### src/rtl/ram_arb_pkg.sv
// Shared types for the program/data RAM arbiter.
//   owner_e   : which requester currently holds a lock on the RAM
//   req_sel_e : requester identity, used for the round-robin history
//   DEF_AW/DEF_DW : default address/data widths of the 256 x 8 RAM
package ram_arb_pkg;

    localparam int DEF_AW = 8;
    localparam int DEF_DW = 8;

    typedef enum logic [1:0] {
        OWN_NONE = 2'd0,
        OWN_CPU  = 2'd1,
        OWN_LDR  = 2'd2
    } owner_e;

    typedef enum logic {
        SEL_CPU = 1'b0,
        SEL_LDR = 1'b1
    } req_sel_e;

endpackage

### src/rtl/arb_rr2.sv
// Two-way round-robin picker.
//   req[0] = CPU, req[1] = loader
//   last   : requester served most recently
//   sel    : one-hot pick (2'b00 when nothing requests)
module arb_rr2
    import ram_arb_pkg::*;
(
    input  logic [1:0] req,
    input  req_sel_e   last,
    output logic [1:0] sel
);

    always_comb begin
        sel = 2'b00;
        case (req)
            2'b01:   sel = 2'b01;
            2'b10:   sel = 2'b10;
            // On a tie the requester not served last goes first.
            2'b11:   sel = (last == SEL_LDR) ? 2'b01 : 2'b10;
            default: sel = 2'b00;
        endcase
    end

endmodule

### src/rtl/ram_arbiter.sv
// Shares the single 256 x 8 program/data RAM between the CPU and the
// loader/debug port. One single-cycle access is granted per clock;
// read data comes back registered one cycle after the grant. A requester
// may lock the RAM for a bounded number of cycles (MAX_LOCK).
// Ports:
//   clk, rst                  : clock, synchronous active-high reset
//   cpu_* / ldr_*             : request (req/we/lock/addr/wdata) and
//                               response (gnt/rvalid/rdata) per requester
//   mem_we, mem_w_addr/data   : RAM write port
//   mem_r_addr, mem_r_data    : RAM combinational read port
module ram_arbiter
    import ram_arb_pkg::*;
#(
    parameter int AW       = DEF_AW,
    parameter int DW       = DEF_DW,
    parameter int MAX_LOCK = 16
) (
    input  logic          clk,
    input  logic          rst,
    input  logic          cpu_req,
    input  logic          cpu_we,
    input  logic          cpu_lock,
    input  logic [AW-1:0] cpu_addr,
    input  logic [DW-1:0] cpu_wdata,
    output logic          cpu_gnt,
    output logic          cpu_rvalid,
    output logic [DW-1:0] cpu_rdata,
    input  logic          ldr_req,
    input  logic          ldr_we,
    input  logic          ldr_lock,
    input  logic [AW-1:0] ldr_addr,
    input  logic [DW-1:0] ldr_wdata,
    output logic          ldr_gnt,
    output logic          ldr_rvalid,
    output logic [DW-1:0] ldr_rdata,
    output logic          mem_we,
    output logic [AW-1:0] mem_w_addr,
    output logic [DW-1:0] mem_w_data,
    output logic [AW-1:0] mem_r_addr,
    input  logic [DW-1:0] mem_r_data
);

    localparam int CW = $clog2(MAX_LOCK + 1);

    owner_e        owner;
    req_sel_e      last;
    logic [CW-1:0] lock_cnt;
    logic [AW-1:0] addr_hold;
    logic [DW-1:0] wdata_hold;

    logic [1:0]    rr_sel;
    logic          gnt_c;
    logic          gnt_l;
    logic [AW-1:0] g_addr;
    logic [DW-1:0] g_wdata;
    logic          g_we;
    logic          lock_full;

    arb_rr2 u_rr (
        .req  ({ldr_req, cpu_req}),
        .last (last),
        .sel  (rr_sel)
    );

    assign lock_full = (lock_cnt == CW'(MAX_LOCK));

    // Zero-cycle grant from the request lines and the registered owner.
    always_comb begin
        gnt_c = 1'b0;
        gnt_l = 1'b0;
        if (!rst) begin
            case (owner)
                OWN_NONE: begin
                    gnt_c = rr_sel[0];
                    gnt_l = rr_sel[1];
                end
                OWN_CPU: gnt_c = cpu_req;
                OWN_LDR: gnt_l = ldr_req;
                default: ;
            endcase
        end
    end

    // Granted requester steers the RAM ports; idle cycles replay the
    // last granted address/data with the write strobe off.
    always_comb begin
        g_addr  = addr_hold;
        g_wdata = wdata_hold;
        g_we    = 1'b0;
        if (gnt_c) begin
            g_addr  = cpu_addr;
            g_wdata = cpu_wdata;
            g_we    = cpu_we;
        end else if (gnt_l) begin
            g_addr  = ldr_addr;
            g_wdata = ldr_wdata;
            g_we    = ldr_we;
        end
    end

    assign cpu_gnt    = gnt_c;
    assign ldr_gnt    = gnt_l;
    assign mem_we     = g_we;
    assign mem_w_addr = g_addr;
    assign mem_r_addr = g_addr;
    assign mem_w_data = g_wdata;

    always_ff @(posedge clk) begin
        if (rst) begin
            owner      <= OWN_NONE;
            last       <= SEL_LDR;
            lock_cnt   <= '0;
            addr_hold  <= '0;
            wdata_hold <= '0;
            cpu_rvalid <= 1'b0;
            ldr_rvalid <= 1'b0;
            cpu_rdata  <= '0;
            ldr_rdata  <= '0;
        end else begin
            cpu_rvalid <= gnt_c & ~cpu_we;
            ldr_rvalid <= gnt_l & ~ldr_we;
            if (gnt_c && !cpu_we) cpu_rdata <= mem_r_data;
            if (gnt_l && !ldr_we) ldr_rdata <= mem_r_data;

            if (gnt_c || gnt_l) begin
                addr_hold  <= g_addr;
                wdata_hold <= g_wdata;
            end

            if (gnt_c)      last <= SEL_CPU;
            else if (gnt_l) last <= SEL_LDR;

            case (owner)
                OWN_NONE: begin
                    if (gnt_c && cpu_lock) begin
                        owner    <= OWN_CPU;
                        lock_cnt <= CW'(1);
                    end else if (gnt_l && ldr_lock) begin
                        owner    <= OWN_LDR;
                        lock_cnt <= CW'(1);
                    end
                end
                OWN_CPU: begin
                    // Forced release wins over lock; the CPU counts as
                    // served so a waiting loader goes next.
                    if (lock_full) begin
                        owner    <= OWN_NONE;
                        lock_cnt <= '0;
                        last     <= SEL_CPU;
                    end else if (gnt_c && !cpu_lock) begin
                        owner    <= OWN_NONE;
                        lock_cnt <= '0;
                    end else begin
                        lock_cnt <= lock_cnt + CW'(1);
                    end
                end
                OWN_LDR: begin
                    if (lock_full) begin
                        owner    <= OWN_NONE;
                        lock_cnt <= '0;
                        last     <= SEL_LDR;
                    end else if (gnt_l && !ldr_lock) begin
                        owner    <= OWN_NONE;
                        lock_cnt <= '0;
                    end else begin
                        lock_cnt <= lock_cnt + CW'(1);
                    end
                end
                default: begin
                    owner    <= OWN_NONE;
                    lock_cnt <= '0;
                end
            endcase
        end
    end

endmodule

### config.mk
export PLATFORM = sky130hd
export DESIGN_NAME = ram_arbiter
export DESIGN_NICKNAME = d
export VERILOG_FILES = /design/src/rtl/ram_arb_pkg.sv /design/src/rtl/arb_rr2.sv /design/src/rtl/ram_arbiter.sv
export SDC_FILE = /design/constraint.sdc
export NUM_CORES = 1
export LEC_CHECK = 0
export ABC_AREA = 1
export BUFFER_PORTS_ARGS = -buffer_cell sky130_fd_sc_hd__buf_2
export CORE_MARGIN = 4
export CORE_UTILIZATION = 45
export DETAILED_ROUTE_END_ITERATION = 16
export GPL_TIMING_DRIVEN = 1
export PLACE_DENSITY = 0.83
export SLEW_MARGIN = 20
export SYNTH_ARGS = -nofsm -noshare
export SYNTH_HDL_FRONTEND = slang
export SYNTH_HIERARCHICAL = 1
export SYNTH_SLANG_ARGS = --single-unit
export TNS_END_PERCENT = 100
### constraint.sdc
create_clock -name clk -period 4.9 [get_ports clk]
set_input_delay 0.49 -clock clk [delete_from_list [all_inputs] [get_ports clk]]
set_output_delay 0.49 -clock clk [all_outputs]
set_load 0.02 [all_outputs]
==> flow_summary.ini <==
[outcome]
status = finished clean

[route]
postRouteAntennaNets = 0
dr.pass1.iters = 5
drcViolationCount = 0
vias_per_cell = 5.09
drtIter0Drc = 125
avgRoutedWirePerCell_um = 12.7
via_count = 2131
drt_wl_total_um = 5300

[finish]
n_antenna_cell = 0
fin_nets = 421
final_cell_mix = 92 x buf_2, 89 x nand2_1, 42 x dfxtp_1, 27 x nor2_1, 25 x nand3_1
syn_to_final_growth_pct = 26.3
nFillCells = 412
fin_util = 0.587
final_common_cell = buf_2
drive_above_1_share = 0.300

[sta]
layout_min_cycle_time_ns = 2.79
min_period_over_period = 0.570
finalSetupTns_ns = 0
setup_violations = 0
hold_violations = 0
max_slew_margin = 0.588
worst_pin_slew_ns = 0.616
timing.hold.ws_ns = 0.405
max_freq_ghz = 0.358
rsz0062_at_grt = no
maxSlewViolCount = 0
fin_skew_ns = 0.00821

[synth]
netlist_area_um2 = 2020
seq_area_frac_synth = 0.415
netlist_instances = 284
yosys_warnings = 6
synth.avg_cell_area_um2 = 7.13
ys_types = 23
syn_nets = 339
synth-seq-cells = 42

[clock_tree]
numCtsBuffers = 5
clk_path_buf_depth = 2
htree_levels = 2
cts_sinks = 42
cts.repair.resized = 0
cts_tree = done
clkLatencyLatePin_ns = 0.29
clk_pin_slew_ns = 0.09
clock-root-buffer = clkbuf_8
cts_hold_buffers = 0
cts_setup_buffers = 0

[critical_path]
crit_arrival_ns = 2.30
endpoint_kind = output port
start_kind = register
worstPathRequired_ns = 4.41
critical_path.max_fanout = 19
path_buf_inv = 3
path_cells = inv_1, ha_1, nand2_1, nand2_1, nand2_2, inv_4, nor2_4, nand2_1, nand3_1, buf_2
cpMostUsedCell = nand2_1
worstSetupPathType = reg -> out
cp_slowest_cell = dfxtp_1
cp_slowest_stage_delay_ns = 0.40
cp_top_family = simple AND/OR/NAND/NOR gates

[power]
power_mw = 1.26
power_density_nw_per_um2 = 493
irDropWorstVdd_uv = 287
p_leak_nw = 1.31

[floorplanning]
fp.dieH_um = 75.1
fp.dieW_um = 75.1
rows = 24
core_area_um2 = 4350
io_pins = 93
start_util = 0.465
die_area_um2 = 5640

[global_route]
antenna_found_initial = 0
grt_pass1_wl_um = 8170
grt_pass1_vias = 1939
grt_usage = 0.182
grt_max_degree = 24
grt_overflow = 0

[job]
cap_violations = 0

[place]
globalplace.congestion = 0.872
port_buffers = 92
hpwl_um = 3920

[hold_path]
hold_class = in -> reg
registers in the layout, summed over array words and instances, names as in the netlist:
name / cells
owner: 2
wdata_hold: 8
ldr_rvalid: 1
ldr_rdata: 8
addr_hold: 8
lock_cnt: 5
cpu_rvalid: 1
last: 1
cpu_rdata: 8
metal layers:
| layer | part of all wire | GRT usage | wire (um) |
|---|---|---|---|
| met5 | 0 | 0 | 0 |
| met3 | 0.069 | 0.0481 | 368 |
| met1 | 0.43 | 0.230 | 2290 |
| met4 | 0.0068 | 0.0395 | 36 |
| met2 | 0.49 | 0.312 | 2610 |
cell usage after synthesis:
| library cell | instances | share of area |
|---|---|---|
| nand3b_1 | 1 | 0.0037 |
| o21ai_0 | 18 | 0.045 |
| nor2_1 | 27 | 0.050 |
| inv_2 | 2 | 0.0037 |
| a21oi_1 | 12 | 0.030 |
| a21boi_1 | 1 | 0.0037 |
| buf_1 | 1 | 0.0019 |
| clkbuf_1 | 3 | 0.0056 |
| nor2_4 | 4 | 0.022 |
| o21ai_1 | 4 | 0.0099 |
| a31oi_1 | 16 | 0.049 |
| inv_4 | 1 | 0.0031 |
| nand3_1 | 25 | 0.062 |
| nand2_4 | 1 | 0.0056 |
| ha_1 | 7 | 0.043 |
| buf_2 | 2 | 0.0049 |
| dfxtp_1 | 42 | 0.42 |
| nor3_1 | 1 | 0.0025 |
| buf_4 | 11 | 0.041 |
| nand4_1 | 1 | 0.0031 |
| nand2_1 | 89 | 0.17 |
| inv_1 | 13 | 0.024 |
| nand2_2 | 2 | 0.0062 |
final cells by class:
cell class              count  area [um2]  area share
multi-input cells         209        1010       0.396
flip-flops and latches     42         841       0.329
repair buffers             92         460       0.180
clock buffers               5        68.8      0.0269
well taps                  52        65.1      0.0255
inverters                  16        62.6      0.0245
clock inverters             3        45.0      0.0176
worst paths after layout:
kind | from | end | slack (ns) | cells past startpoint
max | owner[0] | mem_w_data[3] | 2.11 | 10
min | mem_r_data[6] | ldr_rdata[6] | 0.40 | 3
max reg2reg | owner[0] | cpu_rdata[3] | 2.71 | 9
min reg2reg | ldr_rdata[7] | ldr_rdata[7] | 0.47 | 2
cells by family after synthesis:
kind of cell / share of synthesized area
adder cells (fa/ha/maj): 0.0433
AO/OA/AOI/OAI: 0.137
flip-flops: 0.415
AND/OR/NAND/NOR: 0.320
buffers and inverters: 0.0841
per-stage QoR:
step / std cells / instance area [um2] / setup WS, ns
3_5_place_dp: 411 / 2440 / 2.32
3_3_place_gp: 411 / 2440 / 2.37
5_1_grt: 419 / 2560 / 1.91
6_report: 419 / 2560 / 2.11
4_1_cts: 419 / 2560 / 2.10
2_1_floorplan: 284 / 2020 / 2.66
worst min-delay path, delay by kind of cell:
kind / cells / cell delay, ns
buf+inv: 1 / 0.09
compound gates: 1 / 0.05
simple gates: 1 / 0.04
power breakdown:
group,switching [mW],internal (mW)
Combinational,0.378,0.178
Sequential,0.0274,0.398
Clock,0.127,0.152
(Power assumes the default switching activity.)
